### src/rtl/obi_sram_slave_if.sv
// OBI A/R channel bundle between a manager and the SRAM subordinate.
// Carries request, write payload and in-order response signals.
interface obi_sram_slave_if #(
    parameter int unsigned ADDR_WIDTH = 32,
    parameter int unsigned DATA_WIDTH = 32
);
    logic                    req;
    logic                    gnt;
    logic [ADDR_WIDTH-1:0]   addr;
    logic                    we;
    logic [DATA_WIDTH/8-1:0] be;
    logic [DATA_WIDTH-1:0]   wdata;
    logic                    rvalid;
    logic                    rready;
    logic [DATA_WIDTH-1:0]   rdata;
    logic                    err;

    modport master (
        output req,
        output addr,
        output we,
        output be,
        output wdata,
        output rready,
        input  gnt,
        input  rvalid,
        input  rdata,
        input  err
    );

    modport slave (
        input  req,
        input  addr,
        input  we,
        input  be,
        input  wdata,
        input  rready,
        output gnt,
        output rvalid,
        output rdata,
        output err
    );
endinterface

### src/rtl/obi_sram_slave.sv
// OBI scratch-memory subordinate with byte-enable writes and a
// response FIFO allowing MAX_OUTSTANDING pipelined transactions.
module obi_sram_slave #(
    parameter int unsigned ADDR_WIDTH      = 32,
    parameter int unsigned DATA_WIDTH      = 32,
    parameter int unsigned MEM_DEPTH       = 16,
    parameter int unsigned MAX_OUTSTANDING = 2,
    parameter logic [63:0] ERR_RDATA       = 64'hBADCAB1E
) (
    input logic           clk_i,
    input logic           reset_i,
    obi_sram_slave_if.slave obi
);

    localparam int unsigned BW  = DATA_WIDTH / 8;
    localparam int unsigned OFF = $clog2(BW);
    localparam int unsigned IW  = $clog2(MEM_DEPTH);
    localparam int unsigned PW  =
        (MAX_OUTSTANDING > 1) ? $clog2(MAX_OUTSTANDING) : 1;
    localparam int unsigned CW  = $clog2(MAX_OUTSTANDING + 1);

    localparam logic [PW-1:0] PTR_LAST = PW'(MAX_OUTSTANDING - 1);
    localparam logic [CW-1:0] CNT_MAX  = CW'(MAX_OUTSTANDING);

    logic [DATA_WIDTH-1:0] mem [MEM_DEPTH];

    logic [DATA_WIDTH-1:0] fifo_rdata [MAX_OUTSTANDING];
    logic                  fifo_err   [MAX_OUTSTANDING];
    logic [PW-1:0]         wr_ptr;
    logic [PW-1:0]         rd_ptr;
    logic [CW-1:0]         count;

    logic [IW-1:0]         idx;
    logic                  out_of_range;
    logic                  gnt;
    logic                  accept;
    logic                  pop;
    logic                  rvalid;
    logic [DATA_WIDTH-1:0] push_rdata;
    logic                  push_err;
    logic                  unused_addr_lsb;

    // Byte offset within a word carries no meaning for this target.
    assign unused_addr_lsb = ^obi.addr[OFF-1:0];

    assign idx          = obi.addr[OFF +: IW];
    assign out_of_range = |obi.addr[ADDR_WIDTH-1:OFF+IW];

    // Grant is a function of registered occupancy only.
    assign gnt    = !reset_i && (count < CNT_MAX);
    assign accept = obi.req && gnt;
    assign rvalid = (count != '0);
    assign pop    = rvalid && obi.rready;

    always_comb begin
        push_rdata = '0;
        push_err   = out_of_range;
        if (!obi.we) begin
            if (out_of_range) begin
                push_rdata = ERR_RDATA[DATA_WIDTH-1:0];
            end else begin
                push_rdata = mem[idx];
            end
        end
    end

    function automatic logic [PW-1:0] ptr_inc(
        input logic [PW-1:0] p
    );
        if (p == PTR_LAST) begin
            return '0;
        end
        return p + 1'b1;
    endfunction

    // Memory contents survive reset by design.
    always_ff @(posedge clk_i) begin
        if (accept && obi.we && !out_of_range) begin
            for (int b = 0; b < BW; b++) begin
                if (obi.be[b]) begin
                    mem[idx][8*b +: 8] <= obi.wdata[8*b +: 8];
                end
            end
        end
    end

    always_ff @(posedge clk_i) begin
        if (accept) begin
            fifo_rdata[wr_ptr] <= push_rdata;
            fifo_err[wr_ptr]   <= push_err;
        end
    end

    always_ff @(posedge clk_i or posedge reset_i) begin
        if (reset_i) begin
            wr_ptr <= '0;
            rd_ptr <= '0;
            count  <= '0;
        end else begin
            if (accept) begin
                wr_ptr <= ptr_inc(wr_ptr);
            end
            if (pop) begin
                rd_ptr <= ptr_inc(rd_ptr);
            end
            unique case ({accept, pop})
                2'b10:   count <= count + 1'b1;
                2'b01:   count <= count - 1'b1;
                default: count <= count;
            endcase
        end
    end

    assign obi.gnt    = gnt;
    assign obi.rvalid = rvalid;
    assign obi.rdata  = rvalid ? fifo_rdata[rd_ptr] : '0;
    assign obi.err    = rvalid ? fifo_err[rd_ptr] : 1'b0;

endmodule

### src/flat_wrapper.sv
// flat-port wrapper written by rule: the top's interface ports become plain ports
module obi_sram_slave_flat 
#(
    parameter int unsigned ADDR_WIDTH      = 32,
    parameter int unsigned DATA_WIDTH      = 32,
    parameter int unsigned MEM_DEPTH       = 16,
    parameter int unsigned MAX_OUTSTANDING = 2,
    parameter logic [63:0] ERR_RDATA       = 64'hBADCAB1E
)
  (clk_i, reset_i, obi_req, obi_addr, obi_we, obi_be, obi_wdata, obi_rready, obi_gnt, obi_rvalid, obi_rdata, obi_err);
  obi_sram_slave_if #(.ADDR_WIDTH(ADDR_WIDTH), .DATA_WIDTH(DATA_WIDTH)) obi_i ();
  input logic clk_i;
  input logic reset_i;
  input wire logic [$bits(obi_i.req)-1:0] obi_req;
  input wire logic [$bits(obi_i.addr)-1:0] obi_addr;
  input wire logic [$bits(obi_i.we)-1:0] obi_we;
  input wire logic [$bits(obi_i.be)-1:0] obi_be;
  input wire logic [$bits(obi_i.wdata)-1:0] obi_wdata;
  input wire logic [$bits(obi_i.rready)-1:0] obi_rready;
  output wire logic [$bits(obi_i.gnt)-1:0] obi_gnt;
  output wire logic [$bits(obi_i.rvalid)-1:0] obi_rvalid;
  output wire logic [$bits(obi_i.rdata)-1:0] obi_rdata;
  output wire logic [$bits(obi_i.err)-1:0] obi_err;
  assign obi_i.req = obi_req;
  assign obi_i.addr = obi_addr;
  assign obi_i.we = obi_we;
  assign obi_i.be = obi_be;
  assign obi_i.wdata = obi_wdata;
  assign obi_i.rready = obi_rready;
  assign obi_gnt = obi_i.gnt;
  assign obi_rvalid = obi_i.rvalid;
  assign obi_rdata = obi_i.rdata;
  assign obi_err = obi_i.err;
  obi_sram_slave #(.ADDR_WIDTH(ADDR_WIDTH), .DATA_WIDTH(DATA_WIDTH), .MEM_DEPTH(MEM_DEPTH), .MAX_OUTSTANDING(MAX_OUTSTANDING), .ERR_RDATA(ERR_RDATA)) u_core (.clk_i(clk_i), .reset_i(reset_i), .obi(obi_i));
endmodule
### config.mk
export PLATFORM = sky130hd
export DESIGN_NAME = obi_sram_slave_flat
export DESIGN_NICKNAME = d
export VERILOG_FILES = /design/src/rtl/obi_sram_slave_if.sv /design/src/rtl/obi_sram_slave.sv /design/src/flat_wrapper.sv
export SDC_FILE = /design/constraint.sdc
export NUM_CORES = 1
export LEC_CHECK = 0
export ABC_AREA = 1
export CORE_UTILIZATION = 45
export CTS_CLUSTER_SIZE = 25
export DETAILED_ROUTE_END_ITERATION = 16
export HOLD_SLACK_MARGIN = 0.03
export PLACE_DENSITY_LB_ADDON = 0.3
export SYNTH_ARGS = -nofsm -noshare
export SYNTH_HDL_FRONTEND = slang
export SYNTH_SLANG_ARGS = --single-unit
export TNS_END_PERCENT = 1
### constraint.sdc
create_clock -name clk_i -period 6 [get_ports clk_i]
set_clock_uncertainty 0.15 [all_clocks]
set_input_delay 0.6 -clock clk_i [delete_from_list [all_inputs] [get_ports clk_i]]
set_output_delay 0.6 -clock clk_i [all_outputs]
set_load 0.005 [all_outputs]
==> summary.txt, run 1 <==
Critical path
  • Worst setup SP type: flop
  • Largest delay share family, worst path: buffers and inverters
  • Crit path capture type: output port
  • Critical path type: flop to output port
  • Crit path launch: u_core.rd_ptr
  • Buf/Inv on CP: 3
  • Worst-path maximum fanout: 35
  • Slowest Stage Delay on Critical Path: 0.81 ns
  • Critical path, cell by cell: buf_4 > inv_1 > nand2_1 > a21oi_1 > clkdlybuf4s50_1
  • Critical Path Slowest Stage Cell: inv_1
  • WP data required: 5.25 ns
  • Reg2reg start: u_core.count[1]
  • WP data arrival: between 2 and 3 ns

Placed design
  • Gpl congestion: between 0.8 and 0.9
  • Placed Cells: between 3k and 4k
  • Port buffer count: 105
  • DP Wirelength: 34900 microns
  • Placed Area: 0.0263 sq mm

Cells and area
  • NumNets Final: 2559
  • Finished Cell Area: 0.0283 sq mm
  • Share of cells above drive strength 1: 4.90%
  • ANT cells: 0
  • Fin cells: 3226
  • P&R area growth vs syn: 14.0%

STA
  • Final hold slack: ~0.38 ns
  • Setup_tns: 0 ns
  • Slew @ Worst Pin: 1.05 ns
  • Setup violators final: 0
  • RSZ-0062 raised after global routing: false
  • Min cycle time layout: 3.72 ns
  • Max_slew headroom: a little under a third
  • Pins Over Slew Limit: 0
  • Fmax: 269 MHz
  • Fin crit share: about three fifths
  • Final hold vios: 0

Logic synthesis
  • Most common cell in the synthesized netlist: nand2_1
  • Top FF cell, synth: edfxtp_1
  • Post-Synth XOR/XNOR Area: 0.141%
  • Total of warnings raised by yosys: 0
  • Register bit total from synthesis: 582
  • Simple-Gate Fraction of Synth Area: 22.9%
  • Compound-gate portion of the synthesized area: 1.49%
  • Avg Inst Size Synth: 10.3 sq um
  • Async set-or-reset flop fraction in the synthesized netlist: 0.687%
  • Area leader, netlist: edfxtp_1
  • Main combinational cell family by area after synthesis: simple AND/OR/NAND/NOR gates
  • Distinct cells, synth: 26
  • Top area cells in the synthesized netlist: edfxtp_1, nand2_1, nor2_1, inv_1, buf_2
  • Top cells by count, synth: nand2_1, edfxtp_1, nor2_1
  • Mapped Cells: 2415
  • Mux contribution to synthesized area: 0%
  • Yosys top cell area share: a little over two thirds
  • Seq/Total Area, Yosys: 70.4%
  • Synthesized Nets: between 2k and 2.5k
  • Post-synth EDFFs: approximately 580
  • Post-Syn Area: 0.0248 sq mm
  • Post-Synth Adder-Cell Area: 0.0505%

Route
  • DRC Markers: 0
  • DR pass1 iterations: 5
  • WL final: 59200 microns
  • Routed length per instance: around 18 microns
  • Via count: between 15k and 20k
  • Post-DRT Antenna Nets: 0
  • Via-to-Cell Ratio: 5.09
  • Starting DRC count in detailed routing: roughly 1.6k

Hold path
  • Worst Hold Class: flop to flop
  • Hold path start: u_core.count[1]

Clocking
  • Clock Root Buffer: clkbuf_16
  • CTS Hold Bufs: 1
  • CTS tree: yes
  • Post-CTS Setup Repair Bufs: 0
  • Post-cts resize count: 0
  • Clk pin slew, worst setup/hold paths: 0.06 ns
  • Cts bufs inserted: 58
  • Clk buf depth: 3
  • Clock Sinks: 582
  • Worst skew pair latency: 0.63 ns
  • H-tree levels: 2

Floorplanning
  • # IOs: between 100 and 150
  • Row Count: 85
  • Die area: 0.0560 sq mm
  • Die Y: between 200 and 250 microns
  • Core Area: roughly 0.054 sq mm
  • Die X-Extent: 237 microns
  • Starting density of the core: 45.8%

Power and ir drop
  • Pwr Density: 333 mW/mm^2
  • Leakage: 11.4 nW
  • Worst vdd ir: 0.282 mV

Global routing
  • Grt ovf: 0
  • Largest net degree at the start of global routing: 128
  • Antenna violations before repair: 0
  • First-pass GRT wire length: 90500 microns
  • Via count of the first global-routing pass: 15.7k
  • Total GRT Usage: between 20% and 30%

Outcome
  • Outcome: finished clean

Run
  • Max_cap viols: 0
where the power goes:
group | leakage [nW] | switching [mW] | internal [mW] | total [mW]
Clock | 0.972 | 1.54 | 2.25 | 3.79
Sequential | 5.23 | 0.0221 | 4.54 | 4.56
Combinational | 5.16 | 0.617 | 0.442 | 1.06
per-stage QoR:
step / utilization (%) / setup WS, ns / total power, mW
2_1_floorplan: - / 3.11 / 5.15
3_3_place_gp: 48.5 / 1.82 / 5.69
3_5_place_dp: 48.5 / 1.82 / 5.71
4_1_cts: 52.2 / 2.20 / 9.47
5_1_grt: 52.2 / 2.05 / 9.72
6_report: 52.2 / 2.28 / 9.40
registers in the layout (all words and copies together) (netlist names):
signal	count
u_core.count	2
u_core.wr_ptr	1
u_core.fifo_err	2
u_core.rd_ptr	1
u_core.mem	512
u_core.fifo_rdata	64
final timing paths:
path / slack [ns] / cells past startpoint / end
min in group asynchronous: 0.64 / 3 / u_core.count[0]
worst min register to register: 0.38 / 1 / u_core.count[1]
max in group asynchronous: 4.90 / 3 / u_core.rd_ptr
worst max register to register: 3.26 / 5 / u_core.mem[4][28]
worst min-delay path: 0.38 / 1 / u_core.count[1]
worst max-delay path: 2.28 / 5 / obi_rdata[12]
cells by family after synthesis:
group,count (synthesis)
XOR/XNOR,4
AND/OR/NAND/NOR,1470
flip-flops,582
AO/OA/AOI/OAI,74
buffers and inverters,284
adder cells (fa/ha/maj),1
cell usage in the layout, fill, tap and decap left out:
cell type        instances
clkinv_2                11
ha_1                     1
clkdlybuf4s50_1        103
inv_2                    3
edfxtp_1               578
dlygate4sd3_1            1
xor2_1                   2
nand2_1               1217
o21ai_1                  6
clkinv_8                 1
clkbuf_16               58
and2_1                   1
inv_6                    2
dfrtp_1                  4
nand2_2                  4
buf_4                   16
xnor2_1                  2
or2_1                    1
inv_4                    1
buf_6                    1
clkinvlp_4               1
nor2_8                   1
clkinv_1                13
a21oi_1                 34
buf_12                   1
bufinv_16               11
inv_16                   2
inv_1                  164
nor2_1                 197
nor2_4                   2
nor2_2                   5
nand3_1                 38
o21ai_0                 34
clkbuf_1                10
nand3_4                  4
metal layers:
| layer | GRT usage [%] | vias up | part of all wire [%] |
|---|---|---|---|
| li1 | - | 7882 | - |
| met1 | 29.5 | 7813 | 43 |
| met4 | 6.26 | 0 | 2.6 |
| met3 | 4.43 | 96 | 8.3 |
| met5 | 0 | - | 0 |
| met2 | 34.1 | 633 | 47 |
layout make-up:
type,instances,area (sq um)
clock inverters,37,495
clock buffers,68,1490
inverters,172,653
multi-input cells,1549,6100
well taps,696,871
repair buffers,122,1190
fillers,4568,25900
flip-flops and latches,582,17500
(Power assumes the default switching activity.)
==> run 2, diff against run 1 <==
==> constraint.sdc (replaced) <==
create_clock -name clk_i -period 3.5 [get_ports clk_i]
set_clock_uncertainty 0.15 [all_clocks]
set_input_delay 0.35 -clock clk_i [delete_from_list [all_inputs] [get_ports clk_i]]
set_output_delay 0.35 -clock clk_i [all_outputs]
set_load 0.005 [all_outputs]
==> run 2 against run 1 <==
- via count increased by 2.2%
- routed wire length increased by 3.2%
- non-clock buffer count increased by 81
- sequential share of layout area decreased by 1.1 points
- final cell count increased by 2.6%
- first-iteration DRC count increased by 6.0%
- critical path type unchanged
==> summary.txt, run 2 (synthesis gave the netlist of run 1 again) <==
Global routing
  • Via count of the first global-routing pass: 16.7k
  • Grt ovf: 0
  • Antenna violations before repair: 1
  • First-pass GRT wire length: 94800 microns
  • Total GRT Usage: around 22%
  • Largest net degree at the start of global routing: approximately 140

STA
  • Fmax: about 330 MHz
  • Final hold vios: 0
  • Slew @ Worst Pin: 1.04 ns
  • Setup violators final: 0
  • Max_slew headroom: 30.6%
  • Fin crit share: 87.1%
  • Min cycle time layout: 3.05 ns
  • Final hold slack: between 0.2 and 0.3 ns
  • Pins Over Slew Limit: 0
  • Setup_tns: 0 ns
  • RSZ-0062 raised after global routing: false

Clocking
  • Clock Sinks: around 580
  • Clock Root Buffer: clkbuf_16
  • CTS tree: yes
  • Cts bufs inserted: between 50 and 60
  • Worst skew pair latency: 0.61 ns
  • H-tree levels: 2
  • Clk pin slew, worst setup/hold paths: 0.06 ns
  • Post-CTS Setup Repair Bufs: 0
  • Clk buf depth: 3

Power and ir drop
  • Int Power: 12.1 mW
  • Worst vdd ir: 0.451 mV
  • Pwr Density: 548 mW/mm^2
  • Leakage: around 12 nW
  • Net load switching power: 3.69 mW
  • Sw frac: 23.4%
  • Gate power share: about an eighth
  • Reg power frac: around 50%
  • Clock power share: 38.7%

Hold path
  • WHS Path Cells: 4
  • Worst Hold Class: input pin to flop

Floorplanning
  • Starting density of the core: between 40% and 50%
  • # IOs: 108
  • Row Count: 85
  • Die area: 0.0560 sq mm
  • Die Y: roughly 240 microns
  • Core Area: 0.0541 sq mm
  • Die X-Extent: roughly 240 microns

Cells and area
  • FILL cells: 4599
  • Share of cells above drive strength 1: 7.73%
  • NumNets Final: 2641
  • Max reg flops: between 500 and 600
  • P&R area growth vs syn: 16.1%
  • Final core utilization: 53.1%
  • Most common cell after layout, fill and taps aside: nand2_1
  • ANT cells: 0
  • Largest regs: u_core.mem: 512 flops, u_core.fifo_rdata: 64 flops
  • Finished Cell Area: 0.0288 sq mm
  • Most frequent cells in the layout: nand2_1, edfxtp_1, nor2_1, inv_1, clkdlybuf4s50_1
  • Fin cells: 3310
  • Reg with most FFs: u_core.mem

Placed design
  • Gpl congestion: 0.844
  • DP Wirelength: 37500 microns
  • Port buffer count: 105
  • Placed Area: 0.0269 sq mm
  • Placed Cells: roughly 3.2k

Route
  • Post-DRT Antenna Nets: 0
  • Routed length per instance: 18.5 microns
  • Via-to-Cell Ratio: 5.07
  • Starting DRC count in detailed routing: about 1.7k
  • DR pass1 iterations: 5
  • WL final: 61100 microns
  • Via count: 16.8k
  • DRC Markers: 0

Critical path
  • Worst setup SP type: flop
  • R2R depth: 6
  • Worst-path maximum fanout: 18
  • Critical path, cell by cell: inv_1 > buf_4 > nand2_1 > a21oi_1 > clkdlybuf4s50_1
  • Critical path type: flop to output port
  • Critical Path Slowest Stage Cell: clkdlybuf4s50_1
  • WP data arrival: 2.55 ns
  • Slowest Stage Delay on Critical Path: 0.53 ns
  • WP data required: 3.00 ns
  • Crit path capture type: output port

Outcome
  • Outcome: finished clean

Run
  • Max_cap viols: 0
-- run 2: cell types whose count changed in the layout (fill, tap and decap cells not counted), sizes merged --
cell | before | now
buf | 18 | 99
bufinv | 11 | 5
clkinv | 25 | 30
clkbuf | 68 | 72
clkinvlp | 1 | 4
inv | 172 | 169
-- run 2: layout make-up --
cell class | instances | area [sq um] | area share, %
clock inverter | 36 | 300 | 1.04
timing repair buffer | 203 | 1830 | 6.34
inverter | 172 | 653 | 2.27
multi-input combinational | 1549 | 6100 | 21.2
clock buffer | 72 | 1570 | 5.45
sequential | 582 | 17500 | 60.7
tap | 696 | 871 | 3.03
-- run 2: timing repair --
action	4_1_cts	5_1_grt
endpoints found under the hold margin	4	0
hold buffers	1	0
resized for setup	0	0
-- run 2: stage by stage --
step                total power, mW  worst slack (ns)
floorplan                      8.84             0.805
global placement               9.78             0.619
detailed placement             9.82             0.572
CTS                            15.9             0.408
global route                   16.3             0.257
finish                         15.8             0.450
-- run 2: power by group through the flow --
| stage | clock (mW) | combinational (mW) | sequential [mW] |
|---|---|---|---|
| after floorplan | 0 | 0.882 | 7.95 |
| after global placement | 0 | 1.82 | 7.96 |
| after detailed placement | 0 | 1.85 | 7.97 |
| after CTS | 6.19 | 1.86 | 7.82 |
| after global routing | 6.47 | 2.03 | 7.83 |
| final | 6.10 | 1.85 | 7.82 |
-- run 2: path summary, 6_finish.rpt --
check | startpoint | to | slack [ns]
max | u_core.rd_ptr | obi_rdata[31] | 0.45
min | obi_rready | u_core.rd_ptr | 0.29
max reg2reg | u_core.count[1] | u_core.mem[9][7] | 1.08
min reg2reg | u_core.count[0] | u_core.count[0] | 0.39
max in group asynchronous | reset_i | u_core.wr_ptr | 2.68
min in group asynchronous | reset_i | u_core.rd_ptr | 0.36
-- run 2: critical path, delay by kind of cell (launching register included) --
family / cells / cell delay, ns
buffers and inverters: 3 / 1.32
AND/OR/NAND/NOR: 1 / 0.07
flip-flops: 1 / 0.38
AO/OA/AOI/OAI: 1 / 0.17
-- run 2: routing by layer --
metal / routed length (microns) / track usage (%) / up-vias / part of all wire [%]
li1: - / - / 8047 / -
met1: 26200 / 30.5 / 8045 / 43
met2: 29000 / 36.4 / 606 / 48
met3: 4460 / 3.43 / 93 / 7.3
met4: 1410 / 6.71 / 2 / 2.3
met5: 12 / 0 / - / 0.020
